--- src/rtl/serdesphy_ana_serializer_p_if.sv ---
`default_nettype none
// ============================================================================
// Module   : serdesphy_ana_serializer_p_if
// Brief    : Word handshake between the TX framer and the serializer.
// Revision : 1.0 - initial release
// ============================================================================
interface serdesphy_ana_serializer_p_if #(
  parameter int DATA_W = 16
);
  logic              load_data;
  logic [DATA_W-1:0] parallel_in;
  logic              data_ready;

  modport master (output load_data, output parallel_in, input data_ready);
  modport slave  (input load_data, input parallel_in, output data_ready);
endinterface
`default_nettype wire

--- src/rtl/serdesphy_ana_serializer_p.sv ---
`default_nettype none
// ============================================================================
// Module   : serdesphy_ana_serializer_p
// Brief    : Double-buffered parallel-to-serial converter with idle fill.
// Revision : 1.0 - initial release
// ============================================================================
module serdesphy_ana_serializer_p #(
  parameter int          DATA_W    = 16,
  parameter bit          MSB_FIRST = 1'b0,
  parameter logic [63:0] IDLE_WORD = 64'h5555,
  parameter bit          INVERT    = 1'b0
) (
  input  wire                          clk_240m,
  input  wire                          rst,
  input  wire                          enable,
  serdesphy_ana_serializer_p_if.slave  tx_if,
  output logic                         serial_out,
  output logic                         busy,
  output logic                         underrun,
  output logic [7:0]                   underrun_count
);

  localparam int                 c_cnt_w     = $clog2(DATA_W);
  localparam logic [c_cnt_w-1:0] c_last      = c_cnt_w'(DATA_W - 1);
  localparam logic [DATA_W-1:0]  c_idle_word = IDLE_WORD[DATA_W-1:0];

  localparam logic [0:0] S_IDLE = 1'b0;
  localparam logic [0:0] S_RUN  = 1'b1;

  logic [0:0]         r_state;
  logic [0:0]         w_next_state;
  logic [DATA_W-1:0]  r_hold;
  logic               r_hold_valid;
  logic [DATA_W-1:0]  r_sr;
  logic [c_cnt_w-1:0] r_bit_cnt;
  logic               r_underrun;
  logic [7:0]         r_underrun_count;

  logic               w_data_ready;
  logic               w_accept;
  logic               w_boundary;
  logic               w_refill;
  logic               w_starve;
  logic               w_cur_bit;
  logic [DATA_W-1:0]  w_sr_shift;

  // The output end of the shift register depends on the bit order.
  if (MSB_FIRST) begin : g_msb_first
    assign w_cur_bit  = r_sr[DATA_W-1];
    assign w_sr_shift = {r_sr[DATA_W-2:0], 1'b0};
  end else begin : g_lsb_first
    assign w_cur_bit  = r_sr[0];
    assign w_sr_shift = {1'b0, r_sr[DATA_W-1:1]};
  end

  assign w_accept   = tx_if.load_data & w_data_ready;
  assign w_boundary = (r_state == S_RUN) && (r_bit_cnt == c_last);
  assign w_refill   = r_hold_valid && ((r_state == S_IDLE) || w_boundary);
  assign w_starve   = w_boundary && !r_hold_valid;

  always_ff @(posedge clk_240m or posedge rst) begin
    if (rst) begin
      r_state <= S_IDLE;
    end else begin
      r_state <= w_next_state;
    end
  end

  always_comb begin
    w_next_state = r_state;
    if (!enable) begin
      w_next_state = S_IDLE;
    end else begin
      case (r_state)
        S_IDLE:  if (r_hold_valid) w_next_state = S_RUN;
        S_RUN:   w_next_state = S_RUN;
        default: w_next_state = S_IDLE;
      endcase
    end
  end

  always_comb begin
    busy         = (r_state == S_RUN);
    w_data_ready = enable & ~r_hold_valid;
    serial_out   = w_cur_bit ^ INVERT;
  end

  assign tx_if.data_ready = w_data_ready;
  assign underrun         = r_underrun;
  assign underrun_count   = r_underrun_count;

  // Accept and refill are exclusive: accept needs an empty holding register.
  always_ff @(posedge clk_240m or posedge rst) begin
    if (rst) begin
      r_hold           <= '0;
      r_hold_valid     <= 1'b0;
      r_sr             <= '0;
      r_bit_cnt        <= '0;
      r_underrun       <= 1'b0;
      r_underrun_count <= '0;
    end else if (!enable) begin
      r_hold_valid     <= 1'b0;
      r_sr             <= '0;
      r_bit_cnt        <= '0;
      r_underrun       <= 1'b0;
      r_underrun_count <= '0;
    end else begin
      r_underrun <= 1'b0;
      if (w_accept) begin
        r_hold       <= tx_if.parallel_in;
        r_hold_valid <= 1'b1;
      end
      if (w_refill) begin
        r_sr         <= r_hold;
        r_hold_valid <= 1'b0;
        r_bit_cnt    <= '0;
      end else if (w_starve) begin
        r_sr       <= c_idle_word;
        r_bit_cnt  <= '0;
        r_underrun <= 1'b1;
        if (r_underrun_count != 8'hFF) begin
          r_underrun_count <= r_underrun_count + 8'd1;
        end
      end else if (r_state == S_RUN) begin
        r_sr      <= w_sr_shift;
        r_bit_cnt <= r_bit_cnt + 1'b1;
      end
    end
  end

endmodule
`default_nettype wire

--- src/flat_wrapper.sv ---
// flat-port wrapper written by rule: the top's interface ports become plain ports
module serdesphy_ana_serializer_p_flat 
#(
  parameter int          DATA_W    = 16,
  parameter bit          MSB_FIRST = 1'b0,
  parameter logic [63:0] IDLE_WORD = 64'h5555,
  parameter bit          INVERT    = 1'b0
)
  (clk_240m, rst, enable, serial_out, busy, underrun, underrun_count, tx_if_load_data, tx_if_parallel_in, tx_if_data_ready);
  serdesphy_ana_serializer_p_if #(.DATA_W(DATA_W)) tx_if_i ();
  input  wire clk_240m;
  input  wire rst;
  input  wire enable;
  output logic serial_out;
  output logic busy;
  output logic underrun;
  output logic [7:0] underrun_count;
  input wire logic [$bits(tx_if_i.load_data)-1:0] tx_if_load_data;
  input wire logic [$bits(tx_if_i.parallel_in)-1:0] tx_if_parallel_in;
  output wire logic [$bits(tx_if_i.data_ready)-1:0] tx_if_data_ready;
  assign tx_if_i.load_data = tx_if_load_data;
  assign tx_if_i.parallel_in = tx_if_parallel_in;
  assign tx_if_data_ready = tx_if_i.data_ready;
  serdesphy_ana_serializer_p #(.DATA_W(DATA_W), .MSB_FIRST(MSB_FIRST), .IDLE_WORD(IDLE_WORD), .INVERT(INVERT)) u_core (.clk_240m(clk_240m), .rst(rst), .enable(enable), .tx_if(tx_if_i), .serial_out(serial_out), .busy(busy), .underrun(underrun), .underrun_count(underrun_count));
endmodule
--- config.mk ---
export PLATFORM = sky130hd
export DESIGN_NAME = serdesphy_ana_serializer_p_flat
export DESIGN_NICKNAME = d
export VERILOG_FILES = /design/src/rtl/serdesphy_ana_serializer_p_if.sv /design/src/rtl/serdesphy_ana_serializer_p.sv /design/src/flat_wrapper.sv
export SDC_FILE = /design/constraint.sdc
export NUM_CORES = 1
export LEC_CHECK = 0
export ABC_CLOCK_PERIOD_IN_PS = 5240
export CORE_MARGIN = 10
export CORE_UTILIZATION = 50
export CTS_BUF_LIST = sky130_fd_sc_hd__clkbuf_8
export DETAILED_ROUTE_END_ITERATION = 10
export GPL_ROUTABILITY_DRIVEN = 0
export PLACE_DENSITY = 0.76
export SLEW_MARGIN = 20
export SYNTH_ARGS = -nofsm -noshare
export SYNTH_HDL_FRONTEND = slang
export SYNTH_SLANG_ARGS = --single-unit
--- constraint.sdc ---
create_clock -name clk_240m -period 5.24 [get_ports clk_240m]
set_clock_uncertainty 0.05 [all_clocks]
set_input_delay 1.048 -clock clk_240m [delete_from_list [all_inputs] [get_ports clk_240m]]
set_output_delay 1.048 -clock clk_240m [all_outputs]
set_load 0.005 [all_outputs]
==> run summary <==
The total power density per cell area is 314.5 nW/um2. The worst IR drop on VDD came out at 0.0001994 V. The via count of the first global-routing pass is 1736.

Setup repair after global routing left no endpoint under its margin. The worst-case register-to-register setup slack is 3370 ps. Of the cells placed in the final design, the portion with a size suffix greater than 1 is 0.1629. In the synthesized netlist the dominant register cell turns out to be sky130_fd_sc_hd__dfrtp_1. The share of total power dissipated in sequential elements is 0.515. The share of total power dissipated in the clock network is 0.370. The aggregate global-route resource usage is 0.1411. The HPWL reported at the end of detailed placement came out at 3433 um. The count of pins on the block boundary is 32.

The met1 layer wirelength in the final routing is 1985 um. The post-CTS setup buffer count is 0. The share of synthesized flip-flops with an asynchronous set or reset came out at 1.000. The synthesized netlist cell count came out at 188. The clock transition at the registers of the reported paths came out at 80 ps. The floorplan step set the die height to 85.68 um. The required time at the worst-slack endpoint is 4140 ps. Timing would allow up to 286.8 MHz. The row count is 23. The total of cells resized after clock tree synthesis came out at 0. The initial cell density of the core came out at 0.5279. By area the synthesized netlist is led by sky130_fd_sc_hd__dfrtp_1 (55%), sky130_fd_sc_hd__mux2_2 (8.4%), sky130_fd_sc_hd__and3_1 (3.8%).

The final layout contains 242 nets. The type of the most critical hold path is flop to flop. The normalized max-slew margin is 0.5188. The first-pass detailed-route iteration total came out at 4. The worst setup path is captured at an output port.

The tool flagged a number of max-cap violations equal to 0. The residual antenna-violating net count after detailed routing came out at 0. Summed over all instances, the cell type with the most area after synthesis is sky130_fd_sc_hd__dfrtp_1. The final core utilization came out at 0.6430. The number of antenna violations at the first check in global routing is 0. Relative to the synthesized area, the layout overhead comes to 21.81%. The critical path is of the input port to output port type. The later-pin clock latency in the skew report is 300 ps.

The number of hold buffers added after CTS was 0. The clock net in this run drives a total of 47 sinks. The H-tree generated during clock tree synthesis spans 2 levels.

The sum of met2 wire segment lengths after detailed routing is 2419 um. The TritonCTS clock tree is yes. After layout, the worst setup slack is 1753 ps. The detailed router used layers up to and including met4. The post-place instance area is 2495 um2. Prior to clock tree synthesis, the placed netlist has a worst setup slack of 1752 ps. The final route contains 1634 vias. In this run the clock root is driven by a sky130_fd_sc_hd__clkbuf_8. In the final routed layout, each cell accounts on average for 17.54 um. In this run, the number of DRC markers left after iteration 0 of detailed routing was 156. The most critical setup path has its startpoint at enable. The number of DRC violations after detailed routing is 0. The register bit total from synthesis came out at 47. The most common cell in the synthesized netlist is sky130_fd_sc_hd__dfrtp_1. The maximum clock path buffer count is 2. The startpoint of the most critical hold path is u_core.r_sr[10]$_DFFE_PP0P_. The final instance area came out at 2628 um2. Of the total power, the share spent switching nets is 0.2236. The startpoint of the most critical register-to-register path is u_core.r_hold_valid$_DFFE_PP0P_. The critical path data arrival time came out at 2390 ps. The routed length on met3 came out at 240 um. The largest fanout on the critical path came out at 18. Synthesis instantiated 44 different standard cells from the library. The final critical delay including setup and external delays is 3487 ps. The number of clock buffers added by TritonCTS is 5.

The width of the die is 85.68 um. The placeable core region came out at 4086 um2. The internal power is 0.6416 mW.

The total of buffers placed on input and output ports came out at 31. The antenna diode count is 0. The total global routing overflow is 0. The final total negative setup slack came out at 0 ps. The power share of the combinational group came out at 0.115. The die covers 7341 um2. The final setup violation count came out at 0. For this design the static power due to leakage is 1.183 nW. STA classifies the critical path startpoint as an input port. The number of hold violations in the final report is 0. The cell area that synthesis handed to floorplanning was 2157 um2. The first-pass GRT wire length is 8480 um. The detailed-route wire length is 4752 um.

The share of Yosys cell area claimed by the top area cell type came out at 0.5452. The average cell area after synthesis is 11.47 um2. The commonest cells after synthesis are sky130_fd_sc_hd__dfrtp_1 (47), sky130_fd_sc_hd__mux2_2 (16), sky130_fd_sc_hd__and3_1 (13), sky130_fd_sc_hd__nand2_1 (13), sky130_fd_sc_hd__nor2_1 (13). In the routed layout, each cell is associated on average with a via count of 6.030.

The number of synthesized flops with an enable pin came out at 0. The part of the Yosys area used for sequential elements is 0.5452. The pin count of the biggest net entering global routing came out at 48. For the pin with the worst max-slew slack, the measured transition is 717.0 ps. The number of pins with negative max-slew slack in the final report is 0. The flow ran to the end, and the final reports show no timing, DRC or antenna violations.

The post-synthesis net count came out at 210. The switching power came out at 0.1847 mW. The final cycle utilization of the critical path is 0.6654. The number of warnings reported in the yosys synthesis log is 0.
logic make-up (layout without fill, tap and decap cells):
| family | count (synthesis) | after routing | share of synthesized area |
|---|---|---|---|
| AOI/OAI and AO/OA | 36 | 36 | 0.1253 |
| adders and majority gates | 2 | 2 | 0.01160 |
| buffers and inverters | 14 | 47 | 0.03363 |
| DFF | 47 | 47 | 0.5452 |
| muxes | 18 | 18 | 0.09281 |
| and+or+nand+nor | 71 | 71 | 0.1914 |
path summary, 6_finish.rpt:
check | endpoint | cells after the start
max in group asynchronous | u_core.r_sr[10]$_DFFE_PP0P_ | 3
min | u_core.r_sr[10]$_DFFE_PP0P_ | 2
max reg2reg | u_core.r_hold[0]$_DFFE_PP0P_ | 4
min in group asynchronous | u_core.r_hold[2]$_DFFE_PP0P_ | 3
max | tx_if_data_ready | 5
min reg2reg | u_core.r_sr[10]$_DFFE_PP0P_ | 2
per-layer routing:
metal,global-route usage,up-vias
met5,0,-
met4,0.05838,0
met3,0.04541,11
met2,0.2316,49
met1,0.1660,820
li1,-,754
final cells by class:
class / count / area, um2
fill: 327 / 1459
clock inverter: 3 / 63.81
sequential: 47 / 1176
tap: 50 / 62.56
multi-input combinational: 127 / 908.4
timing repair buffer: 33 / 325.3
inverter: 6 / 22.52
clock buffer: 5 / 68.82
critical path: stages:
cell	delay, ps
sky130_fd_sc_hd__clkdlybuf4s50_1	450
sky130_fd_sc_hd__buf_4	210
sky130_fd_sc_hd__nand2b_4	80
sky130_fd_sc_hd__inv_1	80
sky130_fd_sc_hd__clkdlybuf4s50_1	510
power by group through the flow:
stage | Clock, mW | Combinational [mW] | Sequential [mW]
3_3_place_gp | 0 | 0.0924 | 0.430
3_5_place_dp | 0 | 0.0975 | 0.433
2_1_floorplan | 0 | 0.0679 | 0.421
4_1_cts | 0.311 | 0.0975 | 0.426
6_report | 0.306 | 0.0952 | 0.425
5_1_grt | 0.330 | 0.108 | 0.432
per-stage QoR:
step	std cells	hold slack, ps	power [mW]
floorplan	188	390.3	0.4892
global placement	263	403.7	0.5226
CTS	271	430.1	0.8345
global route	271	469.4	0.8691
finish	271	427.0	0.8263
detailed placement	263	412.2	0.5306
cells in the final DEF (no fill, tap or decap), drive strengths merged, types with 2 or more instances in the layout:
cell type,count
and3,13
nand2,15
nor2,15
bufinv,2
nor3b,8
nand4b,2
a211oi,3
mux2,16
nor3,2
dfrtp,47
o21ai,3
a21oi,6
o31ai,9
clkbuf,5
nand3,4
buf,2
inv,6
clkdlybuf4s50,31
nand2b,2
nand4,4
a221o,7
mux2i,2
ha,2
flip-flops by register name, indices dropped and copies added, names as in the netlist:
name                   flops
u_core.r_hold_valid        1
u_core.underrun            1
u_core.busy                1
u_core.underrun_count      8
u_core.r_bit_cnt           4
u_core.r_sr               16
u_core.r_hold             16
(Power assumes the default switching activity.)
==> RTL edit 1, RTL diff (same settings) <==
`IDLE_WORD` is set to 64'h5555 in 2 places; all go to 64'h4000.
--- a/src/rtl/serdesphy_ana_serializer_p.sv
+++ b/src/rtl/serdesphy_ana_serializer_p.sv
@@ -7,7 +7,7 @@
 module serdesphy_ana_serializer_p #(
   parameter int          DATA_W    = 16,
   parameter bit          MSB_FIRST = 1'b0,
-  parameter logic [63:0] IDLE_WORD = 64'h5555,
+  parameter logic [63:0] IDLE_WORD = 64'h4000,
   parameter bit          INVERT    = 1'b0
 ) (
   input  wire                          clk_240m,
--- a/src/flat_wrapper.sv
+++ b/src/flat_wrapper.sv
@@ -3,7 +3,7 @@
 #(
   parameter int          DATA_W    = 16,
   parameter bit          MSB_FIRST = 1'b0,
-  parameter logic [63:0] IDLE_WORD = 64'h5555,
+  parameter logic [63:0] IDLE_WORD = 64'h4000,
   parameter bit          INVERT    = 1'b0
 )
   (clk_240m, rst, enable, serial_out, busy, underrun, underrun_count, tx_if_load_data, tx_if_parallel_in, tx_if_data_ready);
Function: no difference found for any inputs over 10 cycles, from zero or initial values and one cycle with rst high; that may be too few to reach the edited logic, so the function may still have changed.
==> RTL edit 1 against the unedited design <==
- die area grew 1.5%
- sequential cell count is the same
- wire length shrank 0.69%
- power shrank 14%
- synthesized area grew 1.9%
- final area shrank 0.33%
- synthesized cell count shrank 6.4%
- worst setup slack lost 0.21 ns
- combinational power shrank 20%
- global-route usage shrank 0.76 points
- via count shrank 5.8%
- highest routed layer unchanged
==> RTL edit 1: results (changes against the unedited design) <==
stage	metric	value	unit	change
cells_and_area	fraction of layout cells with a size suffix above 1	0.134		-0.0289
drt	DRT iter0 DRCs	172		+10%
global_routing	gr usage total	0.134		-0.00761
hold_path	hold path start	u_core.r_hold[12]		
status	status	finished clean		
yosys	Post-synth top cells	dfrtp_1 (47), mux2_1 (15), and2_1 (14)		
drt	Vias per Instance	5.90		-2.2%
yosys	Gate Count Post-Synth	176		-6.4%
global_routing	first-pass GRT wire length	8050	um	-5.1%
worst_setup_path	crit-path max FO	14		-4
cts	total CTS buffers	5		unchanged
power	Worst VDD drop	0.000192	V	-3.6%
drt	per-cell routed wire length	18.1	um	+3.1%
placement	Setup Slack @ Placement	1.54	ns	-0.213 ns
yosys	Syn Nets	198		-5.7%
global_routing	vias in the first global route	1675		-3.5%
yosys	top post-synthesis cells by area	dfrtp_1 (54%), mux2_1 (7.7%), a221o_1 (4.1%)		
cells_and_area	# nets final	230		-5.0%
placement	post-placement cell count	253		-3.8%
placement	Placed Area	0.00253	mm^2	+1.6%
cells_and_area	FILL cells	344		+5.2%
yosys	Synth cell types	50		+14%
worst_setup_path	crit-path max cell delay	0.77	ns	+0.26 ns
hold_path	WHS Path Cells	1		-1
cts	root buf cell	clkbuf_8		
worst_setup_path	Worst EP arrival	2.60	ns	+0.21 ns
placement	post-DP HPWL	3290	um	-4.2%
timing	headroom to the max-slew limit	0.311		-0.208
power	P_leak	1.12	nW	-5.3%
cts	Setup Buffers After CTS	0		unchanged
worst_setup_path	r2r startpoint	u_core.r_bit_cnt[0]		
cells_and_area	Layout Cells excl Fill	261		-3.7%
cts	worst skew pair latency	0.30	ns	about the same
RTL edit 1: routing by layer:
layer	routed length (um)	track usage	part of all wire	vias to the layer above
met5	0	0	0	-
met3	256	0.0422	0.054	7
met4	62	0.0545	0.013	0
li1	-	-	-	717
met2	2420	0.228	0.51	42
met1	1980	0.151	0.42	773
RTL edit 1: logic make-up after synthesis:
| logic type | share of synthesized area |
|---|---|
| simple gates | 0.161 |
| fa+ha+maj | 0.0114 |
| flops | 0.535 |
| xor+xnor | 0.00398 |
| mux | 0.105 |
| compound gates | 0.151 |
| buf+inv | 0.0319 |
RTL edit 1: worst max path at each step:
stage               slack [ns]          endpoint    from
floorplan                 2.94  tx_if_data_ready  enable
global placement          1.58  tx_if_data_ready  enable
detailed placement        1.54  tx_if_data_ready  enable
CTS                       1.54  tx_if_data_ready  enable
global route              1.45  tx_if_data_ready  enable
finish                    1.54  tx_if_data_ready  enable
RTL edit 1: stage by stage:
step,power [W],util,hold WS (ns)
finish,0.000707,0.610,0.447
global route,0.000746,0.610,0.466
CTS,0.000717,0.610,0.453
detailed placement,0.000504,0.590,0.433
global placement,0.000498,0.590,0.426
floorplan,0.000470,-,0.411
RTL edit 1: area by class of cell:
class | count | area, um^2 | area share
Sequential cell | 47 | 1180 | 0.449
Multi-Input combinational cell | 116 | 952 | 0.364
Timing Repair Buffer | 32 | 318 | 0.121
Clock buffer | 5 | 68.8 | 0.0263
Tap cell | 52 | 65.1 | 0.0248
Inverter | 6 | 22.5 | 0.00860
Clock inverter | 3 | 16.3 | 0.00621
RTL edit 1: power groups by stage:
stage                     Combinational, W  Clock, W  Sequential (W)
after floorplan                  0.0000542         0        0.000416
after global placement           0.0000745         0        0.000423
after detailed placement         0.0000783         0        0.000426
after CTS                        0.0000786  0.000219        0.000419
after global routing             0.0000864  0.000236        0.000423
final                            0.0000766  0.000210        0.000420
==> RTL edit 2, RTL diff (same settings) <==
Made on the original files. Put one more register stage on the output `underrun_count`. The value now appears one clock later. The other outputs are not delayed to match.
--- a/src/rtl/serdesphy_ana_serializer_p.sv
+++ b/src/rtl/serdesphy_ana_serializer_p.sv
@@ -87,7 +87,13 @@
 
   assign tx_if.data_ready = w_data_ready;
   assign underrun         = r_underrun;
-  assign underrun_count   = r_underrun_count;
+  always_ff @(posedge clk_240m or posedge rst) begin
+    if (rst) begin
+      underrun_count <= '0;
+    end else begin
+      underrun_count <= r_underrun_count;
+    end
+  end
 
   // Accept and refill are exclusive: accept needs an empty holding register.
   always_ff @(posedge clk_240m or posedge rst) begin
Function: same outputs for any inputs over 10 cycles, from zero or initial values and one cycle with rst high; that may be too few to reach the edited logic, so the function may still have changed.
==> RTL edit 2 against the unedited design <==
- worst setup slack got worse by 0.31 ns
- clock power decreased by 32%
- hold slack got worse by 0.038 ns
- synthesized area increased by 8.5%
- sequential cell count increased by 8
- wire length decreased by 4.7%
- first-iteration DRC count decreased by 31%
- sequential share of layout area increased by 5.0 points
- power decreased by 5.0%
- utilization decreased by 2.1 points
- non-clock buffer count unchanged
- final area increased by 5.2%
- die area increased by 6.5%
- critical path type unchanged
- highest routed layer unchanged
==> RTL edit 2: results (changes against the unedited design) <==
stage	metric	value	unit	change
worst_setup_path	r2r startpoint	u_core.r_bit_cnt[0]		
cells_and_area	ClkCell Share	0.0263		-0.0242
worst_setup_path	R2R cell count	5		+1
power	P_leak	1.23	nW	+4.0%
drt	Vias per Instance	5.77		-4.4%
timing	headroom to the max-slew limit	0.473		-0.0457
hold_path	hold path start	u_core.r_underrun_count[1]		
drt	per-cell routed wire length	16.2	um	-7.4%
timing	Min Hold Slack	0.389	ns	-0.0380 ns
cells_and_area	fraction of area in multi-input gates	0.326		-0.0193
worst_setup_path	R2R setup slack	3.06	ns	-0.31 ns
drt	First-pass DRT Iterations	4		unchanged
drt	Detail Route met3 WL	226	um	-5.8%
global_routing	grt met3 use	0.0358		-0.00957
yosys	Gate Count Post-Synth	197		+4.8%
global_routing	met2 Usage GRT	0.190		-0.0421
global_routing	largest net degree at the start of global routing	56		+17%
global_routing	first-pass GRT wire length	7560	um	-11%
hold_path	WHS Path Cells	0		-2
cells_and_area	fraction of layout cells with a size suffix above 1	0.132		-0.0307
timing	setup ws final	1.44	ns	-0.312 ns
drt	wire length on met1	2150	um	+8.3%
yosys	Syn Nets	219		+4.3%
global_routing	M1 GR Usage	0.156		-0.00958
cells_and_area	Seq area share	0.498		+0.0503
global_routing	vias in the first global route	1571		-9.5%
status	status	finished clean		
placement	post-placement cell count	273		+3.8%
worst_setup_path	Worst R2R End	u_core.r_sr[5]		
yosys	top post-synthesis cells by area	dfrtp_1 (59%), mux2_2 (7.7%), a221o_1 (3.0%)		
cells_and_area	Non-clock buffer share	0.118		-0.00611
placement	Placed Area	0.00269	mm^2	+7.9%
hold_path	WHS Endpoint	u_core.underrun_count[1]		
die	# rows	24		+4.3%
yosys	Synth cell types	38		-14%
drt	WL met2	2080	um	-14%
yosys	Synth Register Bits	55		+17%
worst_setup_path	CP delay by family, top	buffers and inverters		
worst_setup_path	CP max-delay cell	clkdlybuf4s50_1		
cts	worst skew pair latency	0.30	ns	about the same
worst_setup_path	crit-path max FO	14		-4
cells_and_area	synth-to-layout area growth	18.1	%	
yosys	sequential area share after synthesis	0.588		+0.0427
global_routing	gr usage total	0.122		-0.0192
yosys	Post-synth top cells	dfrtp_1 (55), nor2_1 (17), mux2_2 (16)		
placement	post-DP HPWL	3110	um	-9.5%
drt	DRT iter0 DRCs	108		-31%
cells_and_area	FILL cells	359		+9.8%
cells_and_area	# nets final	250		+3.3%
worst_setup_path	Worst EP arrival	2.70	ns	+0.31 ns
power	Worst VDD drop	0.000138	V	-31%
[RTL edit 2: cell count changes after synthesis, sizes merged, moves of 3 or more]
cell	change
and2	+6
and3	-12
and3b	+8
dfrtp	+8
nor3b	-6
o21a	+3
[RTL edit 2: power by group]
group	internal (W)	switching, W
combinational	0.0000529	0.0000395
clock	0.0000875	0.000122
sequential	0.000460	0.0000240
total	0.000600	0.000185
[RTL edit 2: worst reg2reg max path, cell delays in order, from the launching register on]
cell and delay, ns:
dfrtp_1 0.42, ha_1 0.26, nand3_2 0.15, nand2_1 0.36, and3_1 0.48, a221o_1 0.35
[RTL edit 2: logic make-up (layout without fill, tap and decap cells)]
group | Yosys count | count (layout) | synth area share
simple gates | 70 | 70 | 0.168
flops | 55 | 55 | 0.588
buf+inv | 15 | 45 | 0.0267
mux | 19 | 19 | 0.0898
compound gates | 36 | 36 | 0.117
fa+ha+maj | 2 | 2 | 0.0107
